[src/rtl/pipe_pkg.sv]
// Shared pipeline definitions: HzCtrl codes for the pipeline registers and the
// MULT/DIV tracker state encodings.
package pipe_pkg;

  // HzCtrl codes understood by the IF/ID and ID/EX registers (2'b11 is never driven)
  localparam logic [1:0] HZ_NORMAL = 2'b00;
  localparam logic [1:0] HZ_FLUSH  = 2'b01;
  localparam logic [1:0] HZ_STALL  = 2'b10;

  // MULT/DIV tracker states
  localparam logic [0:0] MD_IDLE = 1'b0;
  localparam logic [0:0] MD_BUSY = 1'b1;

  // Width of the MULT/DIV latency down-counter
  localparam int MD_CNT_W = 8;

  // A source register depends on a destination register unless the destination is $zero.
  function automatic logic reg_dep(input logic [4:0] dst, input logic [4:0] src);
    return (dst != 5'd0) && (dst == src);
  endfunction

endpackage

[src/rtl/md_tracker.sv]
// MULT/DIV busy-window tracker: md_busy is high for MD_LAT cycles after each md_start,
// and a new md_start while busy restarts the window.
module md_tracker
  import pipe_pkg::*;
#(
  parameter int unsigned MD_LAT = 8
) (
  input  logic clk,
  input  logic rst,
  input  logic md_start,
  output logic md_busy
);

  localparam logic [MD_CNT_W-1:0] LAT = MD_CNT_W'(MD_LAT);

  logic [0:0]          state;
  logic [MD_CNT_W-1:0] md_cnt;

  // NOTE: state registers use non-blocking assignments so every flop samples pre-edge values.
  always_ff @(posedge clk) begin
    if (!rst) begin
      state  <= MD_IDLE;
      md_cnt <= '0;
    end else begin
      case (state)
        MD_IDLE: begin
          if (md_start) begin
            state  <= MD_BUSY;
            md_cnt <= LAT;
          end
        end
        MD_BUSY: begin
          if (md_start) begin
            md_cnt <= LAT;
          end else if (md_cnt == MD_CNT_W'(1)) begin
            state  <= MD_IDLE;
            md_cnt <= '0;
          end else begin
            md_cnt <= md_cnt - MD_CNT_W'(1);
          end
        end
        default: begin
          state  <= MD_IDLE;
          md_cnt <= '0;
        end
      endcase
    end
  end

  // Held low while reset is asserted, even before the first reset edge clears the state.
  assign md_busy = rst && (state == MD_BUSY);

endmodule

[src/rtl/hazard_ctrl.sv]
// Pipeline hazard controller: drives the IF/ID and ID/EX HzCtrl codes and the PC hold,
// resolving load-use, HI/LO waits, taken branches and jumps; keeps stall/flush counters.
module hazard_ctrl
  import pipe_pkg::*;
#(
  parameter int unsigned MD_LAT = 8,
  parameter int unsigned CNT_W  = 32
) (
  input  logic             clk,
  input  logic             rst,
  input  logic [4:0]       IF_ID_RsAddr,
  input  logic [4:0]       IF_ID_RtAddr,
  input  logic             id_uses_rt,
  input  logic             id_reads_hilo,
  input  logic             id_jump,
  input  logic             ID_EX_MemRead,
  input  logic [4:0]       ID_EX_RtAddr,
  input  logic             ex_branch_taken,
  input  logic             md_start,
  output logic             pc_hold,
  output logic [1:0]       if_id_hz,
  output logic [1:0]       id_ex_hz,
  output logic             md_busy,
  output logic [CNT_W-1:0] stall_cnt,
  output logic [CNT_W-1:0] flush_cnt
);

  logic load_use;
  logic hilo_wait;
  logic stall;

  md_tracker #(
    .MD_LAT (MD_LAT)
  ) u_md_tracker (
    .clk      (clk),
    .rst      (rst),
    .md_start (md_start),
    .md_busy  (md_busy)
  );

  assign load_use  = ID_EX_MemRead &&
                     (reg_dep(ID_EX_RtAddr, IF_ID_RsAddr) ||
                      (id_uses_rt && reg_dep(ID_EX_RtAddr, IF_ID_RtAddr)));
  assign hilo_wait = md_busy && id_reads_hilo;
  assign stall     = load_use || hilo_wait;

  // A taken branch squashes both younger instructions, so it overrides any stall;
  // a stall in turn holds a jump in ID until its operands are ready.
  // NOTE: every output gets a default first, so no path through the block infers a latch.
  always_comb begin
    pc_hold  = 1'b0;
    if_id_hz = HZ_NORMAL;
    id_ex_hz = HZ_NORMAL;
    if (!rst) begin
      if_id_hz = HZ_FLUSH;
      id_ex_hz = HZ_FLUSH;
    end else if (ex_branch_taken) begin
      if_id_hz = HZ_FLUSH;
      id_ex_hz = HZ_FLUSH;
    end else if (stall) begin
      pc_hold  = 1'b1;
      if_id_hz = HZ_STALL;
      id_ex_hz = HZ_FLUSH;
    end else if (id_jump) begin
      if_id_hz = HZ_FLUSH;
    end
  end

  // Performance counters wrap freely; flush cycles are only counted outside reset.
  always_ff @(posedge clk) begin
    if (!rst) begin
      stall_cnt <= '0;
      flush_cnt <= '0;
    end else begin
      stall_cnt <= stall_cnt + CNT_W'(pc_hold);
      flush_cnt <= flush_cnt + CNT_W'(if_id_hz == HZ_FLUSH);
    end
  end

endmodule

[config.mk]
export PLATFORM = sky130hd
export DESIGN_NAME = hazard_ctrl
export DESIGN_NICKNAME = d
export VERILOG_FILES = /design/src/rtl/pipe_pkg.sv /design/src/rtl/md_tracker.sv /design/src/rtl/hazard_ctrl.sv
export SDC_FILE = /design/constraint.sdc
export NUM_CORES = 1
export LEC_CHECK = 0
export ABC_AREA = 1
export CAP_MARGIN = 20
export CORE_MARGIN = 2
export CORE_UTILIZATION = 55
export CTS_CLUSTER_DIAMETER = 50
export DETAILED_ROUTE_END_ITERATION = 16
export PLACE_DENSITY_LB_ADDON = 0.12
export SLEW_MARGIN = 20
export SYNTH_ARGS = -nofsm -noshare
export SYNTH_HDL_FRONTEND = slang
export SYNTH_SLANG_ARGS = --single-unit
[constraint.sdc]
create_clock -name clk -period 3.5 [get_ports clk]
set_input_delay 0.525 -clock clk [delete_from_list [all_inputs] [get_ports clk]]
set_output_delay 0.525 -clock clk [all_outputs]
set_load 0.02 [all_outputs]
==> results of run 1 <==
-- registers in the layout (all words and copies together), names as in the netlist --
name,flops
u_md_tracker.md_cnt,8
stall_cnt,32
flush_cnt,32
u_md_tracker.state,1
-- routing by layer --
metal / vias to the layer above / routed length [um] / global-route usage [%]
met3: 29 / 553 / 3.99
li1: 2242 / - / -
met1: 2032 / 4650 / 32.1
met5: - / 0 / 0
met2: 151 / 5660 / 49.8
met4: 0 / 341 / 13.0
-- final cells by class --
cell class	instances	area, um^2
well taps	102	128
flip-flops and latches	73	1460
multi-input cells	475	2490
inverters	92	345
fillers	651	2090
repair buffers	94	946
clock inverters	5	77.6
clock buffers	11	151
-- through the flow --
| stage | hold slack [ns] | util (%) |
|---|---|---|
| final | 0.478 | 72.8 |
| after global placement | 0.454 | 69.8 |
| after global routing | 0.516 | 72.8 |
| after floorplan | 0.445 | - |
| after CTS | 0.478 | 72.8 |
| after detailed placement | 0.465 | 69.8 |
-- cell usage in the layout (no fill, tap or decap), types with 14 or more instances in the layout --
| cell | Yosys | layout |
|---|---|---|
| o21ai_0 | 21 | 21 |
| xor2_1 | 14 | 14 |
| dfxtp_1 | 73 | 73 |
| a21oi_1 | 52 | 52 |
| nand3_1 | 31 | 31 |
| inv_1 | 79 | 79 |
| nand3b_1 | 14 | 14 |
| clkdlybuf4s50_1 | 0 | 91 |
| nor2_1 | 75 | 75 |
| nand4_1 | 14 | 14 |
| nand2_1 | 184 | 184 |
-- report_power, final --
part           leakage, nW  internal, mW  switching, mW
logic                 1.46        0.0667         0.0817
clock network        0.115         0.438          0.325
registers            0.590         0.840        0.00891
-- path summary, 6_finish.rpt --
| path | startpoint | end | slack, ns | depth (start not counted) |
|---|---|---|---|---|
| min | flush_cnt[31]$_SDFF_PN0_ | flush_cnt[31]$_SDFF_PN0_ | 0.48 | 2 |
| min reg2reg | flush_cnt[31]$_SDFF_PN0_ | flush_cnt[31]$_SDFF_PN0_ | 0.48 | 2 |
| max | ID_EX_RtAddr[4] | pc_hold | 0.43 | 10 |
| max reg2reg | u_md_tracker.state$_SDFF_PN0_ | stall_cnt[16]$_SDFF_PN0_ | 1.15 | 14 |
-- critical path, delay by kind of cell --
family	cells	cell delay, ns
AO/OA/AOI/OAI	1	0.31
AND/OR/NAND/NOR	6	0.45
buffers and inverters	3	1.27
-- logic make-up after synthesis --
family / Yosys count
buffers and inverters: 102
AOI/OAI and AO/OA: 76
DFF: 73
other: 1
and+or+nand+nor: 375
adders and majority gates: 6
xor gates and xnor gates: 17
==> results.txt, run 1 <==
----------------------------------------------------
[Worst setup path]
  Master of the slowest instance on the critical path ... clkdlybuf4s50_1
  Sort of element at the end of the critical path ... output port
  Arrival time reported for the critical path endpoint ... 2.54 ns
  Launching element type of the critical path ... primary input
  Setup CP Type ... primary input to output port
  Critical Path RT ... 2.97 ns
  Cell-by-cell listing of the critical path ... clkdlybuf4s50_1 -> inv_1 -> nand2_1 -> nand2_1 -> nor2_1 -> nand3_1 -> nand2_1 -> nand2_1 -> a21oi_1 -> clkdlybuf4s50_1
  Critical path's most frequent cell ... nand2_1
  Crit Path Max Fanout ... 4
  Maximum single-stage delay on the critical path ... 0.68 ns

[Placement]
  Dpl ws ... 0.245 ns
  Detailed placement HPWL ... 8580 um
  Number of cells after detailed placement ... 836
  Number of buffers inserted by port buffering ... 91
  Cell Area, Placed ... 5370 um^2
  Placer Congestion ... 0.933

[Synthesis]
  Post-synthesis share of cell area spent on and, or, nand and nor gates ... 43.2%
  Portion of synthesized cell area occupied by the leading cell type ... 33.7%
  Syn Nets ... 679
  Synth Area per Inst ... 6.68 um^2
  Proportion of synthesized area in mux cells ... 0%
  Main flop type after synthesis ... dfxtp_1
  Seq/Total Area, Yosys ... 33.7%
  Top post-synthesis cells by count ... nand2_1, inv_1, nor2_1, dfxtp_1, a21oi_1
  Count of warnings emitted by yosys ... 0
  Cell types occupying the most area after synthesis ... dfxtp_1, nand2_1, inv_1
  Leading area contributor after synthesis ... dfxtp_1
  Top-count cell post-synth ... nand2_1
  Number of flops mapped to enable cells by yosys ... 0
  Number of different library cells in the post-synthesis netlist ... 34
  Compound-Gate Fraction of Synth Area ... 8.88%
  Number of storage elements in the synthesis netlist ... 73
  Netlist Area Pre-Place ... 4340 um^2
  Dominant combinational cell family by area after synthesis ... simple AND/OR/NAND/NOR gates
  Ys async rst share ... 0%
  Post-synthesis instance total ... 650
  Adder and majority gate portion of the synthesized area ... 1.73%
  Synth Area in XOR/XNOR ... 3.43%

[Hold path]
  Path type of the worst min-delay path ... flip-flop to flip-flop

[Die]
  Number of I/O pins ... 93
  Die Height ... 92.8 um
  Total core area ... 7690 um^2
  Chip Width ... 92.8 um
  Starting density of the core ... 56.5%
  Total Die Area ... 8620 um^2
  Row Count ... 32

[Clock tree]
  Source-to-sink clock delay at the later pin of the worst-skew pair ... 0.36 ns
  H-tree lvl count ... 3
  Hold-fix buffers at CTS ... 0
  Clock Path Buffers ... 2
  Setup Fix Bufs, Post-CTS ... 0
  Post-CTS resize count ... 0
  Clock Root Buffer ... clkbuf_8
  CTS sink cnt ... 73
  Reg clk slew, reported paths ... 0.08 ns
  Clock tree from TritonCTS ... built
  Number of clock buffers inserted by TritonCTS ... 9

[Timing]
  Max Freq ... 0.326 GHz
  RSZ-0062 raised after global routing ... no
  Portion of the clock cycle consumed by the worst path in the final layout ... 87.6%
  Final hold viol count ... 0
  Final setup violation count ... 0
  Final total negative setup slack ... 0 ns
  Min cycle time layout ... 3.07 ns
  Slack of the critical path ... 0.433 ns
  Clock skew ... 0.0138 ns
  Headroom to the max-slew limit ... 65.4%
  Measured slew at the worst slew-check pin ... 0.516 ns
  Number of max-slew violations in the final report ... 0

[Global route]
  Remaining global-route overflow ... 0
  Largest net degree at the start of global routing ... 39
  Number of antenna violations at the first check in global routing ... 0
  Number of global-route vias before repair ... 4379
  First-pass GRT wire length ... 19400 um
  Global routing usage summed across all routing layers ... 27.7%

[Route]
  DRT antenna net count ... 0
  Number of design-rule violations left by the first detailed-router iteration ... 213
  Mean number of vias per cell ... 5.23
  Final WL ... 11200 um
  Routed length per instance ... 13.2 um
  First-pass iteration count of the detailed router ... 6
  Remaining design rule violation count ... 0
  Vias ... 4454

[Power]
  Cell leakage power ... 2.16 nW
  Post-layout power ... 1.76 mW
  Ratio of total power to cell area ... 314 nW/um^2
  VDD IR max ... 0.212 mV

[Cells and area]
  Signed area change from the synthesized netlist to the final layout ... 29.0%
  Share of layout cells above drive strength 1 ... 9.87%
  Post-route standard cell area excluding fillers ... 5600 um^2
  Final #Nets ... 774
  Final cell count without fillers ... 852
  Number of inserted diodes ... 0

[Run]
  Max-cap violations ... 0

[Outcome]
  Run status ... finished, final reports clean

----------------------------------------------------
Power figures use the tool's default switching activity.
==> run 2: changes to the inputs <==
--- a/config.mk
+++ b/config.mk
@@ -12,7 +12,7 @@
 export CTS_CLUSTER_DIAMETER = 50
 export DETAILED_ROUTE_END_ITERATION = 16
 export PLACE_DENSITY_LB_ADDON = 0.12
-export SLEW_MARGIN = 20
+export SLEW_MARGIN = 0
 export SYNTH_ARGS = -nofsm -noshare
 export SYNTH_HDL_FRONTEND = slang
 export SYNTH_SLANG_ARGS = --single-unit
==> results of run 2 <==
The final DEF is identical to that of run 1; final timing and power are the same.
